[config.mk]
export PLATFORM = sky130hd
export DESIGN_NAME = scaler_mc
export DESIGN_NICKNAME = d
export VERILOG_FILES = /design/src/rtl/scaler_mc_pkg.sv /design/src/rtl/scaler_mul.sv /design/src/rtl/scaler_mc.sv
export SDC_FILE = /design/constraint.sdc
export NUM_CORES = 1
export LEC_CHECK = 0
export ABC_CLOCK_PERIOD_IN_PS = 10400
export BUFFER_PORTS_ARGS = -buffer_cell sky130_fd_sc_hd__buf_2
export CAP_MARGIN = 20
export CORE_MARGIN = 8
export CORE_UTILIZATION = 35
export CTS_CLUSTER_SIZE = 30
export DETAILED_ROUTE_END_ITERATION = 10
export GPL_TIMING_DRIVEN = 0
export RECOVER_POWER = 25
export SKIP_CTS_REPAIR_TIMING = 1
export SKIP_LAST_GASP = 1
export SYNTH_ARGS = -nofsm -noshare
export SYNTH_HDL_FRONTEND = slang
export SYNTH_SLANG_ARGS = --single-unit
export TNS_END_PERCENT = 20
[constraint.sdc]
create_clock -name clk48m -period 10.4 [get_ports clk48m]
set_input_delay 2.08 -clock clk48m [delete_from_list [all_inputs] [get_ports clk48m]]
set_output_delay 2.08 -clock clk48m [all_outputs]
set_load 0.01 [all_outputs]
[src/rtl/scaler_mc_pkg.sv]
// Shared defaults and channel-index width derivation for the multi-channel gain scaler.
package scaler_mc_pkg;

   localparam int          WIDTH_DEF    = 16;
   localparam int          CHANNELS_DEF = 4;
   localparam int unsigned STEP_DEF     = 256;

   function automatic int chan_width(input int channels);
      int w;
      w = $clog2(channels);
      return (w < 1) ? 1 : w;
   endfunction

endpackage

[src/rtl/scaler_mul.sv]
// Two-stage signed-sample by unsigned-gain multiply, keeping bits [2W-1:W] of the product.
module scaler_mul
   import scaler_mc_pkg::*;
#(
   parameter int WIDTH = WIDTH_DEF
) (
   input  logic             clk48m,
   input  logic             rst,
   input  logic             en,
   input  logic [WIDTH-1:0] sample,
   input  logic [WIDTH-1:0] gain,
   output logic [WIDTH-1:0] result
);

   logic signed [2*WIDTH:0] sample_ext_s;
   logic signed [2*WIDTH:0] gain_ext_s;
   logic signed [2*WIDTH:0] product_r;
   logic        [WIDTH-1:0] result_r;
   logic                    unused_bits_s;

   assign sample_ext_s = (2*WIDTH+1)'($signed(sample));
   assign gain_ext_s   = (2*WIDTH+1)'($signed({1'b0, gain}));

   // Stage 1 holds the full product; stage 2 keeps the floor-shifted slice (no saturation).
   always_ff @(posedge clk48m or posedge rst) begin
      if (rst) begin
         product_r <= '0;
         result_r  <= '0;
      end else if (en) begin
         product_r <= sample_ext_s * gain_ext_s;
         result_r  <= product_r[2*WIDTH-1:WIDTH];
      end
   end

   assign result        = result_r;
   assign unused_bits_s = ^{product_r[2*WIDTH], product_r[WIDTH-1:0]};

endmodule

[src/rtl/scaler_mc.sv]
// Multi-channel sample scaler: per-channel target/current gain with ramping, two-stage pipeline.
module scaler_mc
   import scaler_mc_pkg::*;
#(
   parameter  int          WIDTH    = WIDTH_DEF,
   parameter  int          CHANNELS = CHANNELS_DEF,
   parameter  int unsigned STEP     = STEP_DEF,
   localparam int          CW       = chan_width(CHANNELS)
) (
   input  logic             clk48m,
   input  logic             rst,
   input  logic             in_valid,
   output logic             in_ready,
   input  logic [CW-1:0]    in_chan,
   input  logic [WIDTH-1:0] in_sample,
   input  logic             gain_we,
   input  logic             gain_jump,
   input  logic [CW-1:0]    gain_chan,
   input  logic [WIDTH-1:0] gain_value,
   output logic             out_valid,
   input  logic             out_ready,
   output logic [CW-1:0]    out_chan,
   output logic [WIDTH-1:0] out_sample
);

   localparam logic [WIDTH-1:0] STEP_W = WIDTH'(STEP);

   logic [WIDTH-1:0] target_r  [CHANNELS];
   logic [WIDTH-1:0] current_r [CHANNELS];
   logic             en_s;
   logic             accept_s;
   logic             chan_ok_s;
   logic [WIDTH-1:0] gain_sel_s;
   logic             s1_valid_r;
   logic [CW-1:0]    s1_chan_r;
   logic             out_valid_r;
   logic [CW-1:0]    out_chan_r;

   function automatic logic [WIDTH-1:0] ramp_next(input logic [WIDTH-1:0] cur,
                                                  input logic [WIDTH-1:0] tgt);
      logic [WIDTH-1:0] nxt;
      if (tgt >= cur) begin
         nxt = ((tgt - cur) <= STEP_W) ? tgt : cur + STEP_W;
      end else begin
         nxt = ((cur - tgt) <= STEP_W) ? tgt : cur - STEP_W;
      end
      return nxt;
   endfunction

   assign en_s      = !out_valid_r || out_ready;
   assign in_ready  = en_s;
   assign accept_s  = in_valid && en_s;
   assign chan_ok_s = int'(in_chan) < CHANNELS;

   // Gain used by the multiplier: out-of-range channels multiply by zero.
   always_comb begin
      gain_sel_s = '0;
      if (chan_ok_s) begin
         gain_sel_s = current_r[in_chan];
      end else begin
         gain_sel_s = '0;
      end
   end

   // Per-channel gain state: a gain write wins over the ramp step of a same-cycle sample.
   always_ff @(posedge clk48m or posedge rst) begin
      if (rst) begin
         for (int c = 0; c < CHANNELS; c++) begin
            target_r[c]  <= '0;
            current_r[c] <= '0;
         end
      end else begin
         for (int c = 0; c < CHANNELS; c++) begin
            if (gain_we && (int'(gain_chan) == c)) begin
               target_r[c] <= gain_value;
               if (gain_jump) begin
                  current_r[c] <= gain_value;
               end
            end else if (accept_s && (int'(in_chan) == c)) begin
               current_r[c] <= ramp_next(current_r[c], target_r[c]);
            end
         end
      end
   end

   // Valid/channel tags travel alongside the multiplier stages and stall together.
   always_ff @(posedge clk48m or posedge rst) begin
      if (rst) begin
         s1_valid_r  <= 1'b0;
         s1_chan_r   <= '0;
         out_valid_r <= 1'b0;
         out_chan_r  <= '0;
      end else if (en_s) begin
         s1_valid_r  <= in_valid;
         s1_chan_r   <= in_chan;
         out_valid_r <= s1_valid_r;
         out_chan_r  <= s1_chan_r;
      end
   end

   scaler_mul #(.WIDTH(WIDTH)) u_mul (
      .clk48m (clk48m),
      .rst    (rst),
      .en     (en_s),
      .sample (in_sample),
      .gain   (gain_sel_s),
      .result (out_sample)
   );

   assign out_valid = out_valid_r;
   assign out_chan  = out_chan_r;

endmodule

==> run metrics <==
status finished with violations; failing checks max-capacitance violations, max-slew violations; flops & latches, synth 166; die width 274 um; RSZ-0062 raised after global routing no; final setup margin 603 ps; Worst Path Max Fanout 10; startpoint types input pin; die height 274 um; wire length of the first global-routing pass 112,000 um; # IOs 62; CTS buffer count 17; largest net degree at the start of global routing 103; Congestion Overflow GR 0; syn avg cell area 8.24 um^2; Hold Path Class flip-flop to flip-flop; Arrival @ worst endpoint 10,130 ps; DRC 0; vias in the first global route 20,000; Avg Vias per Cell 5.34; Routed WL per cell 18.2 um; Synth cell types 90; top cells by area, synth dfrtp_1, fa_1, ha_1; core area 65,900 um^2; Root Driver clkbuf_16; initial DRC count 1,444; setup slack at placement -618 ps; grt peak-use layer met2; GR Layer Usage met1 0.259; total iterations of the first detailed-routing run 6; fin util 0.385; Slew @ Worst Pin 4770 ps; gpl congestion 0.882; Clk pin slew, worst setup/hold paths 60 ps; Mapped Cells 2,830; clk_skew 11.6 ps; fin. max-slew vios 102; most used flip-flop cell after synthesis dfrtp_1; met3 usage 0.0227; Max-slew headroom -2.20; Yosys warnings 0; CTS Buffer Depth 2; CTS H-tree depth 4; Net Count, Synth 3,311; clock latency on the worst-skew pair 480 ps; Die Area 75,200 um^2; Routed Antenna Nets 0; # setup viols final 0; number of enable flip-flop cells after synthesis 0; Tcrit/Tclk final 0.942; required time worst endpoint 10,730 ps; final hold vios 0; fraction of final layout cells sized beyond drive strength 1 0.0609; Layout area overhead 8.74%; f_max 102 MHz; routed vias 20,200; met2 Use GR 0.300; Initial Util 0.354; register area share after synthesis 0.178; synth cell count leaders nand2_1, inv_1, ha_1, fa_1, dfrtp_1; fin nets 3,392; Total Routed Length 69,000 um; Async SR Flop Fraction 1.00; PortBufs 59; Fillers 6,832; most frequent cell after synthesis nand2_1; Final min period 9800 ps; Sink Count 166; Crit. End Element flip-flop; Worst Hold Slack 456 ps; critical path type input pin to flip-flop; HPWL after detailed placement 55,800 um; CTS tree yes; total track usage 0.185; Site Rows 94; initial antenna violation count 3; Yosys top cell area share 0.178; Post-Syn Area 23,300 um^2; top cell type by total area after synthesis dfrtp_1; number of max-cap violations 1
-- worst paths after layout --
check                      cells past startpoint  slack [ps]                  end     startpoint
max in group asynchronous                      2        5220        current_r[58]            rst
min in group asynchronous                      2        3060         s1_chan_r[1]            rst
hold / removal                                 1         460            out_valid     s1_valid_r
hold reg to reg                                1         460            out_valid     s1_valid_r
setup / recovery                              27         600  u_mul.product_r[30]     in_chan[0]
setup reg to reg                              25        2330  u_mul.product_r[30]  current_r[58]
-- area by class of cell --
cell class,instances,area (um^2),share of cell area
Tap cell,864,1080,0.0426
Timing Repair Buffer,63,345,0.0136
Buffer,134,529,0.0209
Clock inverter,13,165,0.00651
Sequential cell,166,4150,0.164
Inverter,388,1460,0.0575
Multi-Input combinational cell,2141,17200,0.678
Clock buffer,19,443,0.0175
Antenna cell,1,2.50,0.0000986
-- sequential cells by signal, indices dropped and copies added, names as in the netlist --
| name | count |
|---|---|
| current_r | 64 |
| target_r | 64 |
| u_mul.product_r | 16 |
| u_mul.result | 16 |
| out_chan | 2 |
| s1_chan_r | 2 |
| out_valid | 1 |
| s1_valid_r | 1 |
-- critical path, stage by stage --
cell and delay [ps]:
buf_2 200, buf_1 480, clkbuf_2 450, mux4_2 470, clkbuf_1 510, nand2_1 160
fa_1 540, fa_1 510, fa_1 520, inv_1 60, fa_1 490, fa_1 490
inv_1 50, fa_1 470, inv_1 40, ha_1 200, a211oi_1 320, a311oi_1 150
a211oi_1 530, a2111oi_1 100, clkdlybuf4s18_2 300, nor2_1 230, o311a_1 270, inv_1 60
a21oi_1 160, xor2_1 170, o21ai_0 100
-- metrics by stage --
stage          setup TNS, ps  area, um^2  std cells
2_1_floorplan              0       23300       2830
3_3_place_gp           -8890       24700       3753
3_5_place_dp           -3860       24800       3757
4_1_cts                 -113       25400       3789
5_1_grt                    0       25400       3788
6_report                   0       25400       3789
-- per-layer routing --
metal | share of wire | vias to the layer above
met5 | 0.00016 | -
met4 | 0.019 | 2
met3 | 0.049 | 89
met2 | 0.46 | 521
met1 | 0.47 | 9938
li1 | - | 9686
-- cells by family (layout without fill, tap and decap cells) --
| family | Yosys count | count (layout) | synth area share |
|---|---|---|---|
| XOR/XNOR | 108 | 108 | 0.0405 |
| other | 0 | 1 | 0 |
| adder cells (fa/ha/maj) | 439 | 439 | 0.298 |
| flip-flops | 166 | 166 | 0.178 |
| multiplexers | 80 | 80 | 0.0448 |
| AND/OR/NAND/NOR | 952 | 952 | 0.195 |
| buffers and inverters | 523 | 617 | 0.0852 |
| AO/OA/AOI/OAI | 562 | 562 | 0.159 |
-- layout by cell type, fill, tap and decap left out, types with 16 or more instances in the layout --
master,n
nand2_1,415
inv_1,384
ha_1,246
fa_1,193
dfrtp_1,166
o21ai_0,141
and2_1,124
nor2_1,121
clkbuf_1,120
a21oi_1,120
xnor2_1,79
nand3_1,73
buf_2,67
nor3_1,51
a21o_1,33
mux2i_1,32
a31oi_1,31
o211ai_1,31
xor2_1,29
a211oi_1,29
or3_1,25
mux2_2,23
nand2b_1,22
o21a_1,21
and3_1,18
nor2b_1,17
nand4_1,17
clkbuf_16,17
mux4_2,16
Power is not shown: default switching activity piles up to over one toggle a cycle in this logic, so the estimate is an artifact.
